File: src/rtl/capture_trigger_ctrl.sv
// rtl/capture_trigger_ctrl.sv - write-side sample capture with pre/post counts and trigger marking
module capture_trigger_ctrl #(
    parameter int WIDTH     = 8,
    parameter int CNT_WIDTH = 16,
    parameter int TMO_WIDTH = 20
) (
    input  logic                 WR_CLK,
    input  logic                 WR_RST_N,
    input  logic [WIDTH-1:0]     ADC_DATA,
    input  logic                 ADC_VALID,
    input  logic                 START,
    input  logic                 ABORT,
    input  logic                 FORCE,
    input  logic                 EDGE,
    input  logic [WIDTH-1:0]     LEVEL,
    input  logic [CNT_WIDTH-1:0] PRE_COUNT,
    input  logic [CNT_WIDTH-1:0] POST_COUNT,
    input  logic                 AUTO_EN,
    input  logic [TMO_WIDTH-1:0] AUTO_TIMEOUT,
    input  logic                 FIFO_FULL,
    output logic                 FIFO_WR,
    output logic [WIDTH:0]       FIFO_WR_DATA,
    output logic                 BUSY,
    output logic                 TRIGGERED,
    output logic                 DONE,
    output logic                 OVERFLOW
);

    typedef enum logic [2:0] {
        S_IDLE    = 3'd0,
        S_PRETRIG = 3'd1,
        S_ARMED   = 3'd2,
        S_POST    = 3'd3,
        S_FIN     = 3'd4
    } state_t;

    state_t               r_state;
    state_t               w_state_nxt;

    logic                 r_edge;
    logic [WIDTH-1:0]     r_level;
    logic [CNT_WIDTH-1:0] r_pre_count;
    logic [CNT_WIDTH-1:0] r_post_count;
    logic                 r_auto_en;
    logic [TMO_WIDTH-1:0] r_auto_tmo;

    logic [CNT_WIDTH-1:0] r_pre_cnt;
    logic [CNT_WIDTH-1:0] r_post_cnt;
    logic [TMO_WIDTH-1:0] r_tmo_cnt;
    logic [WIDTH-1:0]     r_prev;
    logic                 r_prev_valid;
    logic                 r_force_pend;
    logic                 r_triggered;
    logic                 r_overflow;
    logic                 r_fifo_wr;
    logic [WIDTH:0]       r_fifo_wr_data;

    logic                 w_busy;
    logic                 w_start;
    logic                 w_accept;
    logic                 w_edge_hit;
    logic                 w_auto_hit;
    logic                 w_trig;
    logic [CNT_WIDTH-1:0] w_pre_inc;
    logic [CNT_WIDTH-1:0] w_post_inc;

    assign w_busy     = (r_state == S_PRETRIG) || (r_state == S_ARMED) || (r_state == S_POST);
    assign w_start    = START && !ABORT && (r_state == S_IDLE);
    assign w_accept   = ADC_VALID && w_busy && !ABORT;
    assign w_pre_inc  = r_pre_cnt + CNT_WIDTH'(1);
    assign w_post_inc = r_post_cnt + CNT_WIDTH'(1);

    // Edge detection spans PRETRIG samples because r_prev tracks every accepted sample.
    assign w_edge_hit = r_prev_valid &&
                        (r_edge ? ((r_prev > r_level) && (ADC_DATA <= r_level))
                                : ((r_prev < r_level) && (ADC_DATA >= r_level)));
    assign w_auto_hit = r_auto_en && (r_tmo_cnt >= r_auto_tmo);
    assign w_trig     = w_accept && (r_state == S_ARMED) &&
                        (w_edge_hit || r_force_pend || w_auto_hit);

    always_comb begin
        w_state_nxt = r_state;
        if (ABORT) begin
            w_state_nxt = S_IDLE;
        end else begin
            case (r_state)
                S_IDLE: begin
                    if (START)
                        w_state_nxt = (PRE_COUNT == '0) ? S_ARMED : S_PRETRIG;
                end
                S_PRETRIG: begin
                    if (w_accept && (w_pre_inc == r_pre_count))
                        w_state_nxt = S_ARMED;
                end
                S_ARMED: begin
                    if (w_trig)
                        w_state_nxt = (r_post_count == '0) ? S_FIN : S_POST;
                end
                S_POST: begin
                    if (w_accept && (w_post_inc == r_post_count))
                        w_state_nxt = S_FIN;
                end
                S_FIN:   w_state_nxt = S_IDLE;
                default: w_state_nxt = S_IDLE;
            endcase
        end
    end

    always_ff @(posedge WR_CLK or negedge WR_RST_N) begin
        if (!WR_RST_N)
            r_state <= S_IDLE;
        else
            r_state <= w_state_nxt;
    end

    always_ff @(posedge WR_CLK or negedge WR_RST_N) begin
        if (!WR_RST_N) begin
            r_edge         <= 1'b0;
            r_level        <= '0;
            r_pre_count    <= '0;
            r_post_count   <= '0;
            r_auto_en      <= 1'b0;
            r_auto_tmo     <= '0;
            r_pre_cnt      <= '0;
            r_post_cnt     <= '0;
            r_tmo_cnt      <= '0;
            r_prev         <= '0;
            r_prev_valid   <= 1'b0;
            r_force_pend   <= 1'b0;
            r_triggered    <= 1'b0;
            r_overflow     <= 1'b0;
            r_fifo_wr      <= 1'b0;
            r_fifo_wr_data <= '0;
        end else begin
            if (w_start) begin
                r_edge       <= EDGE;
                r_level      <= LEVEL;
                r_pre_count  <= PRE_COUNT;
                r_post_count <= POST_COUNT;
                r_auto_en    <= AUTO_EN;
                r_auto_tmo   <= AUTO_TIMEOUT;
                r_pre_cnt    <= '0;
                r_post_cnt   <= '0;
            end else begin
                if (w_accept && (r_state == S_PRETRIG))
                    r_pre_cnt <= w_pre_inc;
                if (w_accept && (r_state == S_POST))
                    r_post_cnt <= w_post_inc;
            end

            // Held at zero outside ARMED so every entry starts the timeout fresh.
            if (r_state != S_ARMED)
                r_tmo_cnt <= '0;
            else if (r_tmo_cnt != '1)
                r_tmo_cnt <= r_tmo_cnt + TMO_WIDTH'(1);

            if (w_start) begin
                r_prev_valid <= 1'b0;
            end else if (w_accept) begin
                r_prev       <= ADC_DATA;
                r_prev_valid <= 1'b1;
            end

            if (ABORT || w_start || w_trig)
                r_force_pend <= 1'b0;
            else if (FORCE && (r_state == S_ARMED))
                r_force_pend <= 1'b1;

            if (ABORT || w_start)
                r_triggered <= 1'b0;
            else if (w_trig)
                r_triggered <= 1'b1;

            if (w_start)
                r_overflow <= 1'b0;
            else if (r_fifo_wr && FIFO_FULL)
                r_overflow <= 1'b1;

            r_fifo_wr <= w_accept;
            if (w_accept)
                r_fifo_wr_data <= {w_trig, ADC_DATA};
        end
    end

    assign FIFO_WR      = r_fifo_wr;
    assign FIFO_WR_DATA = r_fifo_wr_data;
    assign BUSY         = w_busy;
    assign TRIGGERED    = r_triggered;
    assign DONE         = (r_state == S_FIN);
    assign OVERFLOW     = r_overflow;

endmodule
File: config.mk
export PLATFORM = sky130hd
export DESIGN_NAME = capture_trigger_ctrl
export DESIGN_NICKNAME = d
export VERILOG_FILES = /design/src/rtl/capture_trigger_ctrl.sv
export SDC_FILE = /design/constraint.sdc
export NUM_CORES = 1
export LEC_CHECK = 0
export CORE_MARGIN = 8
export CORE_UTILIZATION = 51
export DETAILED_ROUTE_END_ITERATION = 8
export PLACE_DENSITY = 0.76
export SYNTH_ARGS = -nofsm -noshare
export SYNTH_HDL_FRONTEND = slang
export SYNTH_SLANG_ARGS = --single-unit
File: constraint.sdc
create_clock -name WR_CLK -period 2.3 [get_ports WR_CLK]
set_clock_uncertainty 0.1 [all_clocks]
set_input_delay 0.69 -clock WR_CLK [delete_from_list [all_inputs] [get_ports WR_CLK]]
set_output_delay 0.69 -clock WR_CLK [all_outputs]
set_load 0.05 [all_outputs]
After elaboration in Yosys (flattened, before gate mapping)
Index checks and enable logic that the tools add are counted.
{"block": "word_totals", "output_inout_bits": 14, "elab_cells": 96, "input_bits": 77, "regBits": 139}
{"block": "classes", "add_sub_neg": 3, "reduce_logical": 35, "n_eq_ne": 12, "muxes": 23, "bitwise": 1, "magnitude_cmp": 5}
{"operator": "2-to-1 mux 16 bit", "count": 4}
{"operator": "2-to-1 mux 20 bit", "count": 2}
{"operator": "adder 16 x 1 -> 16 bit, second input constant", "count": 2}
{"operator": "== test 16 bit", "count": 2}
{"operator": "logical NOT 16 bit", "count": 2}
{"operator": "adder 20 x 1 -> 20 bit, second input constant", "count": 1}
{"operator": ">= comparator 20 bit", "count": 1}
{"operator": "!= test 20 bit, second input constant", "count": 1}
{"operator": "2-to-1 mux 3 bit", "count": 6}
{"operator": "logical AND 1 bit", "count": 16}
{"operator": "nonzero test 2 bit", "count": 7}
{"operator": "case mux 3 bit (4 select lines)", "count": 1}
{"operator": "2-to-1 mux 1 bit", "count": 9}
{"operator": "!= test 3 x 2 -> 1 bit, second input constant", "count": 3}
{"operator": ">= comparator 8 bit", "count": 1}
{"operator": "greater-than comparator 8 bit", "count": 1}
{"operator": "less-or-equal comparator 8 bit", "count": 1}
{"operator": "< comparator 8 bit", "count": 1}
{"operator": "== test 3 x 2 -> 1 bit, second input constant", "count": 2}
{"operator": "logical OR 1 bit", "count": 6}
{"operator": "!= test 3 bit, second input constant", "count": 2}
{"operator": "AND reduction 4 bit", "count": 1}
{"operator": "== test 3 x 1 -> 1 bit, second input constant", "count": 1}
{"operator": "== test 3 bit, second input constant", "count": 1}
{"operator": "5 further kinds", "count": 5}

Depth between registers and ports, before layout
{"block": "depth", "ltp_word": 10, "ltp_mapped": 11, "ltp_nobuf": 10}

Least setup slack after synthesis
Ideal clock, no wire load.
{"block": "synth_path", "path_type": "register to register", "startpoint": "register r_pre_cnt[0]", "endpoint": "register r_state[2]", "synth_period_minus_slack_ns": 2.556, "n_path_buf": 1, "required_ns": 2.106, "setup_time_ns": 0.094, "arrival_time_ns": 2.362, "setup_slack_ns": -0.256, "path_stages_with_launch": 11, "cell_sequence": "dfrtp_1 -> ha_1 -> buf_2 -> xor3_1 -> nor4_1 -> a31oi_1 -> o221a_2 -> nor4_2 -> a31oi_1 -> a21oi_2 -> nor4b_4"}
{"block": "synth_via", "elab_chain_cells": 5}
{"element": "from (decl)", "line": "47", "rtl": "logic [CNT_WIDTH-1:0] r_pre_cnt;"}
{"element": "from (signal assigned)", "line": "146", "rtl": "r_pre_cnt <= w_pre_inc;"}
{"element": "adder 16 x 1 -> 16 bit", "line": "70", "rtl": "assign w_pre_inc = r_pre_cnt + CNT_WIDTH'(1);"}
{"element": "== test 16 bit", "line": "92", "rtl": "if (w_accept && (w_pre_inc == r_pre_count))"}
{"element": "logical AND 1 bit", "line": "92"}
{"element": "!= test 3 x 2 -> 1 bit (no line)"}
{"element": "AND reduction 4 bit (no line)"}
{"element": "to (signal assigned)", "line": "113", "rtl": "r_state <= w_state_nxt;"}
{"element": "to (decl)", "line": "37", "rtl": "state_t r_state;"}
Every way passes these cells.
A chain may end at the register's enable or synchronous reset.

Worst setup path in the final report
{"block": "layout_path", "startpoint": "register r_post_cnt[1]", "endpoint": "register r_state[1]"}
{"block": "layout_via", "elab_chain_cells": 5}
{"element": "from (decl)", "line": "48", "rtl": "logic [CNT_WIDTH-1:0] r_post_cnt;"}
{"element": "from (signal assigned)", "line": "148", "rtl": "r_post_cnt <= w_post_inc;"}
{"element": "adder 16 x 1 -> 16 bit", "line": "71", "rtl": "assign w_post_inc = r_post_cnt + CNT_WIDTH'(1);"}
{"element": "== test 16 bit", "line": "100", "rtl": "if (w_accept && (w_post_inc == r_post_count))"}
{"element": "logical AND 1 bit", "line": "100"}
{"element": "!= test 3 x 2 -> 1 bit (no line)"}
{"element": "AND reduction 4 bit (no line)"}
Every way passes these cells.

==> results.py <==
metrics = {
    "run_status": {
        "status": "finished, violations left",
        "violations": "setup timing",
    },
    "floorplan": {
        "core_mm2": 0.0152,
        "ios": 91,
        "fp.dieH_um": 141,
        "dieArea_mm2": 0.0198,
        "num_rows": 45,
        "die_x_um": 141,
        "start_util": 0.522,
    },
    "flow_run": {
        "cap_violations": 0,
    },
    "final_layout": {
        "drive_above_1_share": 0.235,
        "fin_nets": 1259,
        "area_growth_pct": 40.0,
        "final_cells": 1343,
        "fin_util": 0.731,
        "regArea_mm2": 0.00348,
        "multi_input_area_mm2": 0.00456,
        "num-fill-cells": 1127,
    },
    "yosys": {
        "yosys_warnings": 0,
        "synth_cells": 922,
        "synth_area_leaders": "dfrtp_1, nand2_1, ha_1",
        "avgSynthCellArea_um2": 8.61,
        "yosysSeqAreaShare": 0.438,
        "synth_area_leader_cell": "dfrtp_1",
        "synthesis.nets": 1038,
        "synthFlopType": "dfrtp_1",
        "ys_types": 73,
        "synth-async-reset-ratio": 1.00,
        "syn_area_mm2": 0.00794,
        "synth_top_area_share": 0.438,
        "yosys_register_bits": 139,
        "synth_edf_count": 0,
    },
    "grt": {
        "grt_usage": 0.230,
        "grt_max_degree": 44,
        "antenna_found_initial": 1,
        "grt_pass1_wl_um": 36800,
        "grt_pass1_vias": 7669,
        "overflow": 0,
    },
    "drt": {
        "avgViaCountPerCell": 5.70,
        "dr.pass1.iters": 5,
        "wl_per_cell_um": 17.1,
        "vias": 7654,
        "drc": 0,
        "postRouteAntennaNets": 0,
        "drt_iter0_drc": 476,
        "drt_wl_total_um": 22900,
    },
    "sta": {
        "max_freq_mhz": 400,
        "rsz0062_at_grt": "true",
        "slew_violations": 0,
        "tightestPinTransition_ps": 711,
        "hold_viol": 0,
        "setup_ws_ps": -201,
        "tns_ps": -579,
        "finalSetupViolCount": 3,
        "relSlewSlack": 0.525,
        "period_needed_ps": 2500,
        "period_share": 1.09,
    },
    "cts": {
        "cts_buffers": 17,
        "cts_tree": "yes",
        "clk_pin_slew_ps": 60,
        "clockRootBuffer": "clkbuf_16",
        "ctsHoldBuffers": 0,
        "cts_max_path_buffers": 2,
        "cts_sinks": 139,
        "insertion_delay_ps": 430,
        "htreeDepth": 4,
    },
    "power": {
        "clkPwrFrac": 0.244,
        "netSwitchingPower_mw": 4.26,
        "combPwrFrac": 0.416,
        "p_leak_nw": 5.17,
        "power_frac_seq": 0.340,
        "p_sw_frac": 0.387,
        "peakVddDrop_uv": 742,
        "power_density_mw_per_mm2": 991,
        "finalPower_mw": 11.0,
        "intPower_mw": 6.75,
    },
    "place": {
        "finalWeightedCongestion": 0.905,
        "portBuffers": 90,
        "placedCellCount": 1295,
        "dpl.hpwl_um": 16100,
    },
    "setup_path": {
        "cp.required_ps": 2490,
        "critPathKind": "flip-flop to flip-flop",
        "slowest_stage": "dfrtp_1",
        "crit_fanout": 3,
        "cp_cell_sequence": "ha_2, and3_1, nand3_1, nor4_2, a211oi_1, nor3_2, nand4b_2, a21oi_2, o221ai_1",
        "setup.worst_path.end_class": "flip-flop",
        "start_kind": "flip-flop",
        "crit_arrival_ps": 2690,
        "slowest_delay_ps": 360,
    },
    "hold_path": {
        "hp-class": "input port to asynchronous set/reset pin",
    },
}
## final cells by class
type                       instances  share of cell area
antenna                            1            0.000225
clock inverter                    10              0.0106
inverter                          36              0.0122
clock buffer                      20              0.0402
multi-input combinational        704               0.410
tap                              188              0.0212
sequential                       139               0.313
timing repair buffer             245               0.193
## final timing paths
path / startpoint / end / slack [ps] / cells past startpoint
max: r_post_cnt[1] / r_state[1] / -200 / 9
min: WR_RST_N / r_post_count[8] / 80 / 1
max reg2reg: r_post_cnt[1] / r_state[1] / -200 / 9
min reg2reg: FIFO_WR_DATA[5] / FIFO_WR_DATA[5] / 370 / 2
max in group asynchronous: WR_RST_N / r_tmo_cnt[7] / 1450 / 2
min in group WR_CLK: FIFO_WR_DATA[5] / FIFO_WR_DATA[5] / 370 / 2
## stage by stage
stage	cell area, um2	hold slack (ps)	setup WS [ps]
finish	11100	80.4	-201
CTS	10800	89.1	-266
detailed placement	10100	363	-666
global route	11100	106	-287
global placement	10100	361	-640
floorplan	8060	294	-49.3
## cells by family after synthesis
logic type,Yosys count,synth area share
AOI/OAI and AO/OA,172,0.132
xor gates and xnor gates,52,0.0610
adders and majority gates,39,0.0615
buffers and inverters,79,0.0394
DFF,139,0.438
muxes,2,0.00252
and+or+nand+nor,439,0.265
## worst max-delay path, delay by kind of cell, from the launching register on
| family | cells | cell delay, ps |
|---|---|---|
| simple gates | 5 | 1210 |
| flops | 1 | 360 |
| compound gates | 3 | 460 |
| fa+ha+maj | 1 | 240 |
## cells in the final DEF, fill, tap and decap left out, types with 12 or more instances in the layout
cell type	count
clkbuf_16	17
nand4_1	24
nor4_1	12
nor2_1	67
a21oi_1	19
nand3_1	23
dfrtp_1	138
buf_4	155
clkdlybuf4s50_1	65
o21ai_0	78
inv_1	30
xor2_1	24
ha_1	30
nand2_1	219
xnor2_1	25
## flip-flops by register name, summed over array words and instances (netlist names)
signal	count
r_state	3
r_post_count	16
OVERFLOW	1
r_level	8
r_pre_cnt	16
r_prev_valid	1
r_auto_en	1
r_pre_count	16
r_edge	1
r_auto_tmo	20
r_force_pend	1
r_prev	8
TRIGGERED	1
FIFO_WR_DATA	9
r_post_cnt	16
FIFO_WR	1
r_tmo_cnt	20
## routing by layer
metal | global-route usage | vias to the layer above | wire (um)
li1 | - | 3653 | -
met1 | 0.271 | 3727 | 9490
met2 | 0.403 | 219 | 11800
met3 | 0.0517 | 55 | 1140
met4 | 0.0854 | 0 | 544
met5 | 0 | - | 0
## power by group through the flow
stage	logic, mW	registers [mW]	clock network (mW)
after floorplan	2.32	3.97	0
after global placement	3.95	3.71	0
after global routing	5.04	3.82	2.80
after detailed placement	4.08	3.73	0
after CTS	4.25	3.71	2.71
final	4.58	3.75	2.69
## timing repair
action | CTS | global route
setup endpoints to repair | 44 | 44
pin swaps | 18 | 22
setup buffers | 5 | 12
resized for setup | 31 | 47
## cell usage after synthesis, drive strengths merged (7+ instances only)
master	count
buf	11
nor4	22
nor3	9
xnor2	25
nor2	78
o31ai	12
a21oi	23
inv	36
clkbuf	32
nor3b	10
xor2	25
dfrtp	139
nand4	25
o21ai	84
or3	7
ha	39
nand3	28
a31oi	11
nand2	220
Power figures use the tool's default switching activity.
==> patch (same flow settings) <==
Reset style: synchronous (`WR_RST_N`), changed in 2 clocked blocks.
--- a/src/rtl/capture_trigger_ctrl.sv
+++ b/src/rtl/capture_trigger_ctrl.sv
@@ -106,14 +106,14 @@
         end
     end
 
-    always_ff @(posedge WR_CLK or negedge WR_RST_N) begin
+    always_ff @(posedge WR_CLK) begin
         if (!WR_RST_N)
             r_state <= S_IDLE;
         else
             r_state <= w_state_nxt;
     end
 
-    always_ff @(posedge WR_CLK or negedge WR_RST_N) begin
+    always_ff @(posedge WR_CLK) begin
         if (!WR_RST_N) begin
             r_edge         <= 1'b0;
             r_level        <= '0;
Formal check against the unedited RTL: differs if WR_RST_N is asserted again (counterexample within 4 cycles, from zero or initial values and one cycle with WR_RST_N low); with WR_RST_N held inactive, the same outputs for 4 cycles.
==> patch against the unedited design <==
- wire length decreased by 7.9%
- count of clock-buffer cells in the layout increased by 5
- cell area decreased by 5.8%
- cell count decreased by 1.2%
- critical path depth unchanged
- setup slack improved by 57 ps
- critical path type unchanged
- synthesized area decreased by 5.2%
- sequential cell count unchanged
- the run still ends with negative setup slack left
Power is not compared: it rests on default switching activity, and its combinational part moved more than twofold at a synthesized area within 25%.
==> patch: results (changes against the unedited design) <==
status: complete, but fails checks (unchanged)
failing checks: negative setup slack (unchanged)
buffer share of cell area: 17.9% (was 19.3%)
met2 track demand over resource: 39.5% (was 40.3%)
CP Max Fanout: 2 (was 3)
Seq/total area: 26.9% (was 31.3%)
Nets: 1247 (was 1259)
class of the most critical hold timing path: reg -> reg (was in -> async)
Crit path arrival time: 2650 ps (was 2690 ps)
crit path capture: r_state[1] (unchanged)
multi-input gates: 715 (was 704)
Clock-cell share: 5.73% (was 5.08%)
vias per cell: 5.48 (was 5.70)
predominant post-synthesis flop cell: dfxtp_1 (was dfrtp_1)
Iter 0 DRT Violations: 471 (was 476)
vias in the first global route: 7291 (was 7669)
synth cell count leaders: 200 x nand2_1, 139 x dfxtp_1, 78 x a21boi_0 (was 219 x nand2_1, 139 x dfrtp_1, 84 x o21ai_0)
CP max stage cell: or4b_4 (was dfrtp_1)
Worst slew margin: 67.1% (was 52.5%)
Placement Cell Area: 9470 µm² (was 10100 µm²)
Synth Net Count: 1062 (was 1038)
nonclk inv count: 44 (was 36)
fraction of area in multi-input gates: 45.7% (was 41.0%)
post-placement cell count: 1288 (was 1295)
TritonRoute pass-1 iters: 7 (was 5)
Overall Global Routing Usage: 22.6% (was 23.0%)
bufs w/o clock: 214 (was 245)
clk_buf instances: 25 (was 20)
initial antenna violation count: 0 (was 1)
ys async rst share: 0% (was 100%)
slack of the critical path: -144 ps (was -201 ps)
sequential area share after synthesis: 36.9% (was 43.8%)
DR WL/cell: 15.9 µm (was 17.1 µm)
max incr delay on CP: 480 ps (was 360 ps)
met1 Use GR: 25.7% (was 27.1%)
share of cells above drive strength 1: 21.4% (was 23.5%)
dpl hpwl: 15000 µm (was 16100 µm)
synth top area cells: dfxtp_1 37%, nand2_1 10%, a21boi_0 7.8% (was dfrtp_1 44%, nand2_1 10%, ha_1 6.1%)
met2 WL: 10400 µm (was 11800 µm)
Multi-input gate area: 4780 µm² (was 4560 µm²)
Distinct cells, synth: 58 (was 73)
Crit. Startpoint: r_post_cnt[4] (was r_post_cnt[1])
routed wire length: 21100 µm (was 22900 µm)
GRT met3 Usage: 6.09% (was 5.17%)
largest net degree at the start of global routing: 48 (was 44)
first-pass GRT wire length: 34300 µm (was 36800 µm)
Placer Congestion: 0.898 (was 0.905)
Syn Area/Cell: 7.96 µm² (was 8.61 µm²)
DR WL met3: 1210 µm (was 1140 µm)
diode count: 0 (was 1)
Setup violations, final: 6 (was 3)
## patch: logic make-up (layout without fill, tap and decap cells)
family	after synthesis	after routing	share of synthesized area (%)
xor+xnor	67	67	7.79
flops	139	139	36.9
mux	7	7	0.947
simple gates	415	415	26.0
fa+ha+maj	39	39	6.48
buf+inv	92	289	4.75
compound gates	187	187	17.1
## patch: through the flow
step	power [mW]	setup TNS (ps)	worst slack, ps
final	6.00	-654	-144
after floorplan	2.90	-436	-211
after CTS	6.00	-423	-107
after detailed placement	3.22	-11080	-879
after global routing	6.21	-1690	-285
after global placement	3.21	-9870	-848
## patch: repair_timing
item,4_1_cts,5_1_grt
setup endpoints to repair,18,18
gates resized for setup,75,26
endpoints found under the hold margin,0,0
pin swaps,37,10
buffers inserted,7,1
gates cloned,0,0
## patch: power by group
part	internal [mW]	switching (mW)	leakage [nW]
clock	1.76	1.01	0.299
combinational	0.360	0.352	2.54
sequential	2.47	0.0515	1.14
